$ cat config.mk
export PLATFORM = sky130hd
export DESIGN_NAME = rmst_tile_ctrl_flat
export DESIGN_NICKNAME = d
export VERILOG_FILES = /design/src/rtl/rmst_pkg.sv /design/src/rtl/rmst_tile_ctrl_if.sv /design/src/rtl/rmst_addr_gen.sv /design/src/rtl/rmst_tile_ctrl.sv /design/src/flat_wrapper.sv
export SDC_FILE = /design/constraint.sdc
export NUM_CORES = 1
export LEC_CHECK = 0
export ABC_CLOCK_PERIOD_IN_PS = 8600
export CAP_MARGIN = 20
export CORE_MARGIN = 3
export CORE_UTILIZATION = 60
export DETAILED_ROUTE_END_ITERATION = 10
export PLACE_DENSITY = 0.95
export SKIP_CTS_REPAIR_TIMING = 1
export SLEW_MARGIN = 20
export SYNTH_ARGS = -nofsm -noshare
export SYNTH_HDL_FRONTEND = slang
export SYNTH_SLANG_ARGS = --single-unit
export TNS_END_PERCENT = 5
$ cat constraint.sdc
create_clock -name clk -period 8.6 [get_ports clk]
set_input_delay 1.72 -clock clk [delete_from_list [all_inputs] [get_ports clk]]
set_output_delay 1.72 -clock clk [all_outputs]
set_load 0.01 [all_outputs]
$ cat src/rtl/rmst_pkg.sv
// Shared types and defaults for the Avalon read-master tiling controller.
package rmst_pkg;

   typedef enum logic [2:0] {
      ST_IDLE   = 3'd0,
      ST_CONFIG = 3'd1,
      ST_ISSUE  = 3'd2,
      ST_WAIT   = 3'd3,
      ST_NEXT   = 3'd4,
      ST_FIN    = 3'd5
   } state_e;

   localparam int TILE_LEN_DEF = 128;
   localparam int WS_DEF       = 2;

   function automatic int unsigned umin(input int unsigned a, input int unsigned b);
      return (a < b) ? a : b;
   endfunction

endpackage

$ cat src/rtl/rmst_tile_ctrl_if.sv
// Transfer-engine handshake: controller (master) requests bursts, engine (slave) reports completion.
interface rmst_tile_ctrl_if #(
   parameter int DW = 32,
   parameter int AW = 12
);
   logic          trans_start;
   logic [DW-1:0] trans_addr;
   logic [AW-1:0] trans_len;
   logic          trans_done;

   modport master (output trans_start, trans_addr, trans_len, input trans_done);
   modport slave  (input trans_start, trans_addr, trans_len, output trans_done);
endinterface

$ cat src/rtl/rmst_addr_gen.sv
// Walks the 2-D tile geometry: tracks row base, offset in row, words left in row and rows done.
module rmst_addr_gen
   import rmst_pkg::*;
#(
   parameter int DW       = 32,
   parameter int AW       = 12,
   parameter int RW       = 10,
   parameter int TILE_LEN = TILE_LEN_DEF,
   parameter int WS       = WS_DEF
) (
   input  logic          clk,
   input  logic          rst,
   input  logic          load,
   input  logic          step,
   input  logic [DW-1:0] cfg_base_addr,
   input  logic [AW-1:0] cfg_row_len,
   input  logic [RW-1:0] cfg_row_num,
   input  logic [DW-1:0] cfg_row_stride,
   output logic [DW-1:0] next_addr,
   output logic [AW-1:0] next_len,
   output logic          last
);

   logic [DW-1:0] row_addr_q, row_addr_d, offset_q, offset_d, stride_q, stride_d;
   logic [AW-1:0] remaining_q, remaining_d, row_len_q, row_len_d;
   logic [RW-1:0] row_cnt_q, row_cnt_d, row_num_q, row_num_d;
   logic          row_end;

   always_comb begin
      next_addr   = row_addr_q + offset_q;
      next_len    = AW'(umin(32'(remaining_q), 32'(TILE_LEN)));
      row_end     = (remaining_q == next_len);
      // row_cnt never exceeds row_num-1 while running, so the +1 cannot wrap
      last        = row_end && ((row_cnt_q + RW'(1)) == row_num_q);
      row_addr_d  = row_addr_q;
      offset_d    = offset_q;
      remaining_d = remaining_q;
      row_cnt_d   = row_cnt_q;
      row_len_d   = row_len_q;
      row_num_d   = row_num_q;
      stride_d    = stride_q;
      if (load) begin
         row_addr_d  = cfg_base_addr;
         offset_d    = '0;
         remaining_d = cfg_row_len;
         row_cnt_d   = '0;
         row_len_d   = cfg_row_len;
         row_num_d   = cfg_row_num;
         stride_d    = cfg_row_stride;
      end else if (step) begin
         remaining_d = remaining_q - next_len;
         offset_d    = offset_q + (DW'(next_len) << WS);
         if (row_end) begin
            row_cnt_d   = row_cnt_q + RW'(1);
            row_addr_d  = row_addr_q + stride_q;
            offset_d    = '0;
            remaining_d = row_len_q;
         end
      end
   end

   always_ff @(posedge clk) begin
      if (rst) begin
         row_addr_q  <= '0;
         offset_q    <= '0;
         remaining_q <= '0;
         row_cnt_q   <= '0;
         row_len_q   <= '0;
         row_num_q   <= '0;
         stride_q    <= '0;
      end else begin
         row_addr_q  <= row_addr_d;
         offset_q    <= offset_d;
         remaining_q <= remaining_d;
         row_cnt_q   <= row_cnt_d;
         row_len_q   <= row_len_d;
         row_num_q   <= row_num_d;
         stride_q    <= stride_d;
      end
   end

endmodule

$ cat src/rtl/rmst_tile_ctrl.sv
// Read-master tiling controller: splits a rows x row_len load into bursts of at most TILE_LEN words.
// Optional RMST_TILE_PERF_CNT_EN adds perf_cycles / perf_trans counters.
module rmst_tile_ctrl
   import rmst_pkg::*;
#(
   parameter int DW       = 32,
   parameter int AW       = 12,
   parameter int RW       = 10,
   parameter int TILE_LEN = TILE_LEN_DEF,
   parameter int WS       = WS_DEF
) (
   input  logic          clk,
   input  logic          rst,
   input  logic          load_start,
   input  logic [DW-1:0] cfg_base_addr,
   input  logic [AW-1:0] cfg_row_len,
   input  logic [RW-1:0] cfg_row_num,
   input  logic [DW-1:0] cfg_row_stride,
   output logic          load_busy,
   output logic          load_done,
   output logic          load_err,
   rmst_tile_ctrl_if.master trans
`ifdef RMST_TILE_PERF_CNT_EN
   ,
   output logic [31:0]   perf_cycles,
   output logic [15:0]   perf_trans
`endif
);

   state_e        state_q, state_d;
   logic          err_q, err_d;
   logic [DW-1:0] trans_addr_q, trans_addr_d;
   logic [AW-1:0] trans_len_q, trans_len_d;
   logic          ag_load, ag_step, ag_last;
   logic [DW-1:0] ag_addr;
   logic [AW-1:0] ag_len;

   rmst_addr_gen #(
      .DW(DW), .AW(AW), .RW(RW), .TILE_LEN(TILE_LEN), .WS(WS)
   ) u_addr_gen (
      .clk           (clk),
      .rst           (rst),
      .load          (ag_load),
      .step          (ag_step),
      .cfg_base_addr (cfg_base_addr),
      .cfg_row_len   (cfg_row_len),
      .cfg_row_num   (cfg_row_num),
      .cfg_row_stride(cfg_row_stride),
      .next_addr     (ag_addr),
      .next_len      (ag_len),
      .last          (ag_last)
   );

   always_comb begin
      state_d      = state_q;
      err_d        = err_q;
      trans_addr_d = trans_addr_q;
      trans_len_d  = trans_len_q;
      ag_load      = 1'b0;
      ag_step      = 1'b0;
      case (state_q)
         ST_IDLE: if (load_start) begin
            ag_load = 1'b1;
            err_d   = (cfg_row_len == '0) || (cfg_row_num == '0);
            state_d = err_d ? ST_FIN : ST_CONFIG;
         end
         ST_CONFIG: begin
            trans_len_d  = ag_len;
            trans_addr_d = ag_addr;
            state_d      = ST_ISSUE;
         end
         // trans_done is deliberately not looked at here: a pulse during ISSUE is a protocol violation
         ST_ISSUE: state_d = ST_WAIT;
         ST_WAIT:  if (trans.trans_done) state_d = ST_NEXT;
         ST_NEXT: begin
            ag_step = 1'b1;
            state_d = ag_last ? ST_FIN : ST_CONFIG;
         end
         ST_FIN: begin
            err_d   = 1'b0;
            state_d = ST_IDLE;
         end
         default: state_d = ST_IDLE;
      endcase
   end

   always_ff @(posedge clk) begin
      if (rst) begin
         state_q      <= ST_IDLE;
         err_q        <= 1'b0;
         trans_addr_q <= '0;
         trans_len_q  <= '0;
      end else begin
         state_q      <= state_d;
         err_q        <= err_d;
         trans_addr_q <= trans_addr_d;
         trans_len_q  <= trans_len_d;
      end
   end

   assign load_busy         = (state_q != ST_IDLE);
   assign load_done         = (state_q == ST_FIN);
   assign load_err          = (state_q == ST_FIN) && err_q;
   assign trans.trans_start = (state_q == ST_ISSUE);
   assign trans.trans_addr  = trans_addr_q;
   assign trans.trans_len   = trans_len_q;

`ifdef RMST_TILE_PERF_CNT_EN
   logic [31:0] perf_cycles_q, perf_cycles_d;
   logic [15:0] perf_trans_q, perf_trans_d;

   // the accept cycle itself counts, hence restart at 1
   always_comb begin
      perf_cycles_d = perf_cycles_q;
      perf_trans_d  = perf_trans_q;
      if (ag_load) begin
         perf_cycles_d = 32'd1;
         perf_trans_d  = '0;
      end else if (state_q != ST_IDLE) begin
         if (perf_cycles_q != '1) perf_cycles_d = perf_cycles_q + 32'd1;
         if (state_q == ST_ISSUE) perf_trans_d = perf_trans_q + 16'd1;
      end
   end

   always_ff @(posedge clk) begin
      if (rst) begin
         perf_cycles_q <= '0;
         perf_trans_q  <= '0;
      end else begin
         perf_cycles_q <= perf_cycles_d;
         perf_trans_q  <= perf_trans_d;
      end
   end

   assign perf_cycles = perf_cycles_q;
   assign perf_trans  = perf_trans_q;
`endif

endmodule

$ cat src/flat_wrapper.sv
// flat-port wrapper written by rule: the top's interface ports become plain ports
module rmst_tile_ctrl_flat import rmst_pkg::*;
#(
   parameter int DW       = 32,
   parameter int AW       = 12,
   parameter int RW       = 10,
   parameter int TILE_LEN = TILE_LEN_DEF,
   parameter int WS       = WS_DEF
)
  (clk, rst, load_start, cfg_base_addr, cfg_row_len, cfg_row_num, cfg_row_stride, load_busy, load_done, load_err, trans_trans_start, trans_trans_addr, trans_trans_len, trans_trans_done);
  rmst_tile_ctrl_if #(.DW(DW), .AW(AW)) trans_i ();
  input  logic clk;
  input  logic rst;
  input  logic load_start;
  input  logic [DW-1:0] cfg_base_addr;
  input  logic [AW-1:0] cfg_row_len;
  input  logic [RW-1:0] cfg_row_num;
  input  logic [DW-1:0] cfg_row_stride;
  output logic load_busy;
  output logic load_done;
  output logic load_err;
  output wire logic [$bits(trans_i.trans_start)-1:0] trans_trans_start;
  output wire logic [$bits(trans_i.trans_addr)-1:0] trans_trans_addr;
  output wire logic [$bits(trans_i.trans_len)-1:0] trans_trans_len;
  input wire logic [$bits(trans_i.trans_done)-1:0] trans_trans_done;
  assign trans_trans_start = trans_i.trans_start;
  assign trans_trans_addr = trans_i.trans_addr;
  assign trans_trans_len = trans_i.trans_len;
  assign trans_i.trans_done = trans_trans_done;
  rmst_tile_ctrl #(.DW(DW), .AW(AW), .RW(RW), .TILE_LEN(TILE_LEN), .WS(WS)) u_core (.clk(clk), .rst(rst), .load_start(load_start), .cfg_base_addr(cfg_base_addr), .cfg_row_len(cfg_row_len), .cfg_row_num(cfg_row_num), .cfg_row_stride(cfg_row_stride), .load_busy(load_busy), .load_done(load_done), .load_err(load_err), .trans(trans_i));
endmodule
==> results of run 1 <==
[logic make-up (layout without fill, tap and decap cells)]
kind of cell	Yosys count	in the layout	share of synthesized area, %
adders and majority gates	76	76	8.967
muxes	5	5	0.4763
xor gates and xnor gates	92	92	7.481
DFF	186	186	34.57
and+or+nand+nor	522	522	21.66
other	2	5	0.06972
AOI/OAI and AO/OA	385	385	23.50
buffers and inverters	92	203	3.276
[metal layers]
| metal | global-route usage (%) | vias up |
|---|---|---|
| met5 | 0 | - |
| met1 | 37.84 | 4797 |
| met4 | 13.92 | 0 |
| li1 | - | 5031 |
| met3 | 5.121 | 81 |
| met2 | 46.72 | 421 |
[tightest hold or removal path: stages (launching register included)]
cell	delay, ns
dfxtp_1	0.31
nand2_1	0.05
a21oi_1	0.05
[Yosys cell counts, types with 9 or more instances]
cell       instances  share of area, %
nand2b_1          11              0.64
and3_1            20               1.2
nor2b_1           14              0.81
dfxtp_1          186                35
clkbuf_1          57               2.0
nand3_1           38               1.8
or3_1             11              0.64
nand2_1          249               8.7
nor2_1           111               3.9
a21oi_1          166               7.7
a31oi_1           11              0.64
ha_1              74               8.6
a21o_1            30               2.1
inv_1             24              0.84
and2_1            14              0.81
a22o_1            11              0.89
a211oi_1          11              0.77
xor2_1            41               3.3
o21ai_1           11              0.51
o211ai_1           9              0.63
a2111oi_0         10              0.81
o21ai_0           43               2.0
nor3_1            23               1.1
xnor2_1           51               4.1
[registers in the layout, indices dropped and copies added, names as in the netlist, 12 cells and up]
name / flops
u_core.u_addr_gen.row_addr_q: 32
u_core.trans.trans_len: 12
u_core.u_addr_gen.offset_q: 30
u_core.trans.trans_addr: 32
u_core.u_addr_gen.row_len_q: 12
u_core.u_addr_gen.stride_q: 32
u_core.u_addr_gen.remaining_q: 12
[report_power, final]
part / switching [mW] / internal [mW] / leakage (nW)
combinational: 0.238 / 0.178 / 3.36
clock: 0.354 / 0.446 / 0.288
sequential: 0.0493 / 0.907 / 1.52
total: 0.642 / 1.53 / 5.17
[how the worst max path moves through the flow]
stage | startpoint | endpoint | slack [ns] | cells past startpoint
2_1_floorplan | u_core.u_addr_gen.remaining_q[8]$_SDFFE_PP0P_ | u_core.u_addr_gen.offset_q[26]$_SDFFE_PP0P_ | 4.82 | 17
3_3_place_gp | load_start | u_core.u_addr_gen.offset_q[22]$_SDFFE_PP0P_ | 4.04 | 8
3_5_place_dp | load_start | u_core.u_addr_gen.offset_q[22]$_SDFFE_PP0P_ | 4.00 | 8
4_1_cts | load_start | u_core.u_addr_gen.offset_q[22]$_SDFFE_PP0P_ | 4.45 | 8
5_1_grt | u_core.u_addr_gen.remaining_q[8]$_SDFFE_PP0P_ | u_core.u_addr_gen.offset_q[26]$_SDFFE_PP0P_ | 4.04 | 17
6_report | u_core.u_addr_gen.remaining_q[8]$_SDFFE_PP0P_ | u_core.u_addr_gen.offset_q[26]$_SDFFE_PP0P_ | 4.42 | 17
[area by class of cell]
class / instances / area [um2]
inverters: 24 / 90.09
flip-flops and latches: 186 / 3724
fillers: 1265 / 4549
repair buffers: 148 / 1455
multi-input cells: 1085 / 6724
clock inverters: 12 / 140.1
well taps: 225 / 281.5
clock buffers: 19 / 452.9
[through the flow]
step / instance area [um2] / util [%] / std cells / hold WS, ns / worst slack [ns]
floorplan: 10780 / - / 1363 / 0.4357 / 4.820
global placement: 12260 / 70.41 / 1667 / 0.4375 / 4.039
detailed placement: 12270 / 70.47 / 1668 / 0.4460 / 3.999
CTS: 12870 / 73.88 / 1699 / 0.4541 / 4.450
global route: 12870 / 73.88 / 1699 / 0.4713 / 4.036
finish: 12870 / 73.88 / 1699 / 0.4537 / 4.422
==> results.yml, run 1 <==
placement:
  numPortBuffers: 137
  routabilityCongestion: 0.9318
  dp_hpwl_um: 20550
final_layout:
  final_common_cell: "nand2_1"
  fin_nets: 1628
  layout-drive-gt1-share_pct: 4.817
  mostFrequentLayoutCells: "nand2_1, dfxtp_1, a21oi_1"
  num_antenna_cells: 0
  area_growth_pct: 19.46
worst_setup_path:
  cpPeakStageDelay_ns: 0.44
  crit_path_end_kind: "flip-flop"
  slowest_stage: "or3_1"
  worstPathBufferInverterCount: 2
  path_class: "reg2reg"
  cp-start-kind: "flip-flop"
  regToRegSetupSlack_ns: 4.42
  crit_family: "simple AND/OR/NAND/NOR gates"
  critPathMaxFanout: 16
  reg2regPathDepth: 17
  r2r_start: "u_core.u_addr_gen.remaining_q[8]$_SDFFE_PP0P_"
  cp.arrival_ns: 4.54
  required_ns: 8.96
  cp_cell_sequence: "or3_1 > nor3_1 > buf_4 > and2_1 > ha_1 > inv_1 > fa_1 > nor2b_1 > o21ai_0 > a21boi_0 > o21ai_0 > nand2b_1 > a21oi_1 > o21ai_1 > a31oi_1 > or3_1 > a21oi_1"
  r2r-end: "u_core.u_addr_gen.offset_q[26]$_SDFFE_PP0P_"
synth:
  netlist_instances: 1360
  synth-main-ff-cell: "dfxtp_1"
  async_flop_share_pct: 0
  syn_avg_cell_area_um2: 7.920
  synth-seq-area-share_pct: 34.57
  ys_types: 80
  ys_ff_latch: 186
  synth_edf_count: 0
  synth_warnings: 0
  syn-cell-area_um2: 10770
floorplan:
  core-area_um2: 17420
  num_rows: 48
  die_area_um2: 19600
  fp.dieH_um: 140.0
  dieWidth_um: 140.0
  io_pins: 138
  initial_core_util_pct: 61.85
timing:
  setup_viol: 0
  max_slew_margin_pct: 31.80
  maxSlewViolCount: 0
  rsz0062_at_grt: "false"
  totalNegativeSetupSlack_ns: 0
  hold_viol: 0
  fmax_ghz: 0.2393
  min_period_ns: 4.178
  fin_crit_sh_pct: 48.58
  tightest_slew_ns: 1.023
  finalClockSkew_ns: 0.01205
detailed_routing:
  wl_met1_um: 11950
  top_layer: "met4"
  first_pass_iters: 7
  vias_per_cell: 6.080
  totalWireLength_um: 28720
  first_iter_violations: 1004
  dr_total_vias: 10330
  met2WireLength_um: 13300
  drc: 0
  ant_nets: 0
  met3_wirelength_um: 2358
  wl_per_cell_um: 16.91
worst_hold_path:
  whs_endpoint: "u_core.trans.trans_addr[4]$_SDFFE_PP0P_"
  min_path_type: "reg2reg"
  hold_start: "u_core.trans.trans_addr[4]$_SDFFE_PP0P_"
  hold_depth: 2
clock_tree:
  clock_path_buffers: 2
  cts_sinks: 186
  cts_max_level: 4
  numCtsBuffers: 17
  cts_tree: "done"
  insertion_delay_ns: 0.44
  clockRootBuffer: "clkbuf_16"
  clk_pin_slew_ns: 0.07
global_route:
  grtUsageTotal_pct: 29.01
  grt_max_degree: 100
  antenna_found_initial: 0
  overflow: 0
  grt_pass1_wl_um: 47220
  grt_pass1_vias: 9749
flow_run:
  drv_cap: 0
power_and_ir_drop:
  p_leak_nw: 5.165
  ir_worst_vdd_uv: 158.1
  p_total_mw: 2.173
  powerDensity_nw_per_um2: 168.9
outcome:
  outcome: "finished clean"
Power figures use the tool's default switching activity.
==> inputs of run 2 (changes only) <==
--- a/config.mk
+++ b/config.mk
@@ -5,12 +5,12 @@
 export SDC_FILE = /design/constraint.sdc
 export NUM_CORES = 1
 export LEC_CHECK = 0
-export ABC_CLOCK_PERIOD_IN_PS = 8600
+export ABC_CLOCK_PERIOD_IN_PS = 4300
 export CAP_MARGIN = 20
 export CORE_MARGIN = 3
-export CORE_UTILIZATION = 60
+export CORE_UTILIZATION = 56
 export DETAILED_ROUTE_END_ITERATION = 10
-export PLACE_DENSITY = 0.95
+export PLACE_DENSITY = 0.92
 export SKIP_CTS_REPAIR_TIMING = 1
 export SLEW_MARGIN = 20
 export SYNTH_ARGS = -nofsm -noshare
==> constraint.sdc (replaced) <==
create_clock -name clk -period 4.3 [get_ports clk]
set_input_delay 0.86 -clock clk [delete_from_list [all_inputs] [get_ports clk]]
set_output_delay 0.86 -clock clk [all_outputs]
set_load 0.01 [all_outputs]
==> results.yml, run 2 (synthesis results as in run 1) <==
final_layout:
  finish.utilization_pct: 68.58
  num_antenna_cells: 0
  fin_nets: 1629
  final_area_um2: 12910
  fill_cells: 1403
  final_common_cell: "nand2_1"
  area_growth_pct: 19.89
  mostFrequentLayoutCells: "nand2_1, dfxtp_1, a21oi_1"
  layout-drive-gt1-share_pct: 4.878
floorplan:
  initial_core_util_pct: 57.20
  num_rows: 50
  die_area_um2: 20940
  dieWidth_um: 144.7
  core-area_um2: 18830
  fp.dieH_um: 144.7
  io_pins: 138
detailed_routing:
  drc: 0
  totalWireLength_um: 29250
  ant_nets: 0
  vias_per_cell: 5.982
  first_pass_iters: 8
  wl_per_cell_um: 16.85
  dr_total_vias: 10384
  first_iter_violations: 1130
clock_tree:
  clockRootBuffer: "clkbuf_16"
  insertion_delay_ns: 0.45
  clk_pin_slew_ns: 0.07
  cts_tree: "done"
  cts_max_level: 4
  cts_sinks: 186
  clock_path_buffers: 2
  numCtsBuffers: 17
global_route:
  antenna_found_initial: 0
  grtUsageTotal_pct: 27.93
  overflow: 0
  grt_pass1_vias: 9678
  grt_pass1_wl_um: 46800
  grt_max_degree: 59
timing:
  fin_crit_sh_pct: 93.80
  fmax_ghz: 0.2479
  hold_viol: 0
  finalClockSkew_ns: 0.01098
  totalNegativeSetupSlack_ns: 0
  min_period_ns: 4.033
  setup_viol: 0
  max_slew_margin_pct: 36.60
  rsz0062_at_grt: "false"
  tightest_slew_ns: 0.9510
  fin_ws_ns: 0.2665
  maxSlewViolCount: 0
outcome:
  outcome: "finished clean"
flow_run:
  drv_cap: 0
worst_hold_path:
  hold_start: "u_core.trans.trans_addr[5]$_SDFFE_PP0P_"
  hold_depth: 2
  min_path_type: "reg2reg"
  whs_endpoint: "u_core.trans.trans_addr[5]$_SDFFE_PP0P_"
worst_setup_path:
  crit_path_end_kind: "flip-flop"
  regToRegSetupSlack_ns: 0.27
  worstPathBufferInverterCount: 1
  reg2regPathDepth: 16
  cp.arrival_ns: 4.40
  r2r-end: "u_core.u_addr_gen.offset_q[28]$_SDFFE_PP0P_"
  cp_cell_sequence: "or3_1 > nor3_1 > and2_1 > ha_1 > inv_1 > fa_1 > nor2b_1 > o21ai_0 > a21boi_0 > o21ai_0 > nand2b_1 > a21oi_1 > o21ai_1 > a31oi_1 > or3_1 > a21oi_1"
  required_ns: 4.67
  slowest_stage: "or3_1"
  critPathMaxFanout: 8
  crit_family: "simple AND/OR/NAND/NOR gates"
  cp-start-kind: "flip-flop"
  r2r_start: "u_core.u_addr_gen.remaining_q[8]$_SDFFE_PP0P_"
  cpPeakStageDelay_ns: 0.42
  path_class: "reg2reg"
power_and_ir_drop:
  powerDensity_nw_per_um2: 337.6
  p_leak_nw: 5.158
  ir_worst_vdd_uv: 338.1
  p_total_mw: 4.360
placement:
  routabilityCongestion: 0.9422
  numPortBuffers: 137
  place_ws_ns: 0.5244
  dp_hpwl_um: 20800
  place_area_um2: 12320
run 2: through the flow:
| stage | hold WS (ns) | cells |
|---|---|---|
| after CTS | 0.4538 | 1736 |
| after global routing | 0.4779 | 1736 |
| after global placement | 0.4407 | 1704 |
| final | 0.4494 | 1736 |
| after detailed placement | 0.4431 | 1704 |
| after floorplan | 0.4357 | 1363 |
run 2: worst max-delay path by stage:
stage               depth (start not counted)                                          start                                           to
finish                                     16  u_core.u_addr_gen.remaining_q[8]$_SDFFE_PP0P_  u_core.u_addr_gen.offset_q[28]$_SDFFE_PP0P_
detailed placement                         16  u_core.u_addr_gen.remaining_q[8]$_SDFFE_PP0P_  u_core.u_addr_gen.offset_q[28]$_SDFFE_PP0P_
floorplan                                  17  u_core.u_addr_gen.remaining_q[8]$_SDFFE_PP0P_  u_core.u_addr_gen.offset_q[26]$_SDFFE_PP0P_
global route                               15  u_core.u_addr_gen.remaining_q[8]$_SDFFE_PP0P_  u_core.u_addr_gen.offset_q[28]$_SDFFE_PP0P_
CTS                                        16  u_core.u_addr_gen.remaining_q[8]$_SDFFE_PP0P_  u_core.u_addr_gen.offset_q[28]$_SDFFE_PP0P_
global placement                           16  u_core.u_addr_gen.remaining_q[8]$_SDFFE_PP0P_  u_core.u_addr_gen.offset_q[24]$_SDFFE_PP0P_
run 2: area by class of cell:
| type | instances | area, um2 | area share, % |
|---|---|---|---|
| clock buffers | 18 | 429.2 | 3.323 |
| clock inverters | 14 | 162.7 | 1.260 |
| inverters | 24 | 90.09 | 0.6976 |
| multi-input cells | 1085 | 6724 | 52.07 |
| flip-flops and latches | 186 | 3724 | 28.83 |
| well taps | 260 | 325.3 | 2.519 |
| repair buffers | 149 | 1459 | 11.30 |
run 2: layer usage:
layer | GRT usage, % | wire [um] | up-vias
li1 | - | - | 5041
met1 | 37.03 | 12560 | 4800
met2 | 45.33 | 13450 | 457
met3 | 4.864 | 2221 | 86
met4 | 11.34 | 1012 | 0
met5 | 0 | 0 | -
run 2: report_power, final:
group          total (mW)  internal (mW)  switching, mW
clock network        1.61          0.871          0.737
logic               0.839          0.356          0.483
registers            1.91           1.81         0.0988
total                4.36           3.04           1.32
run 2: tightest hold or removal path, cell delays in order, from the launching register on:
cell	delay (ns)
dfxtp_1	0.31
nand2_1	0.05
a21oi_1	0.05
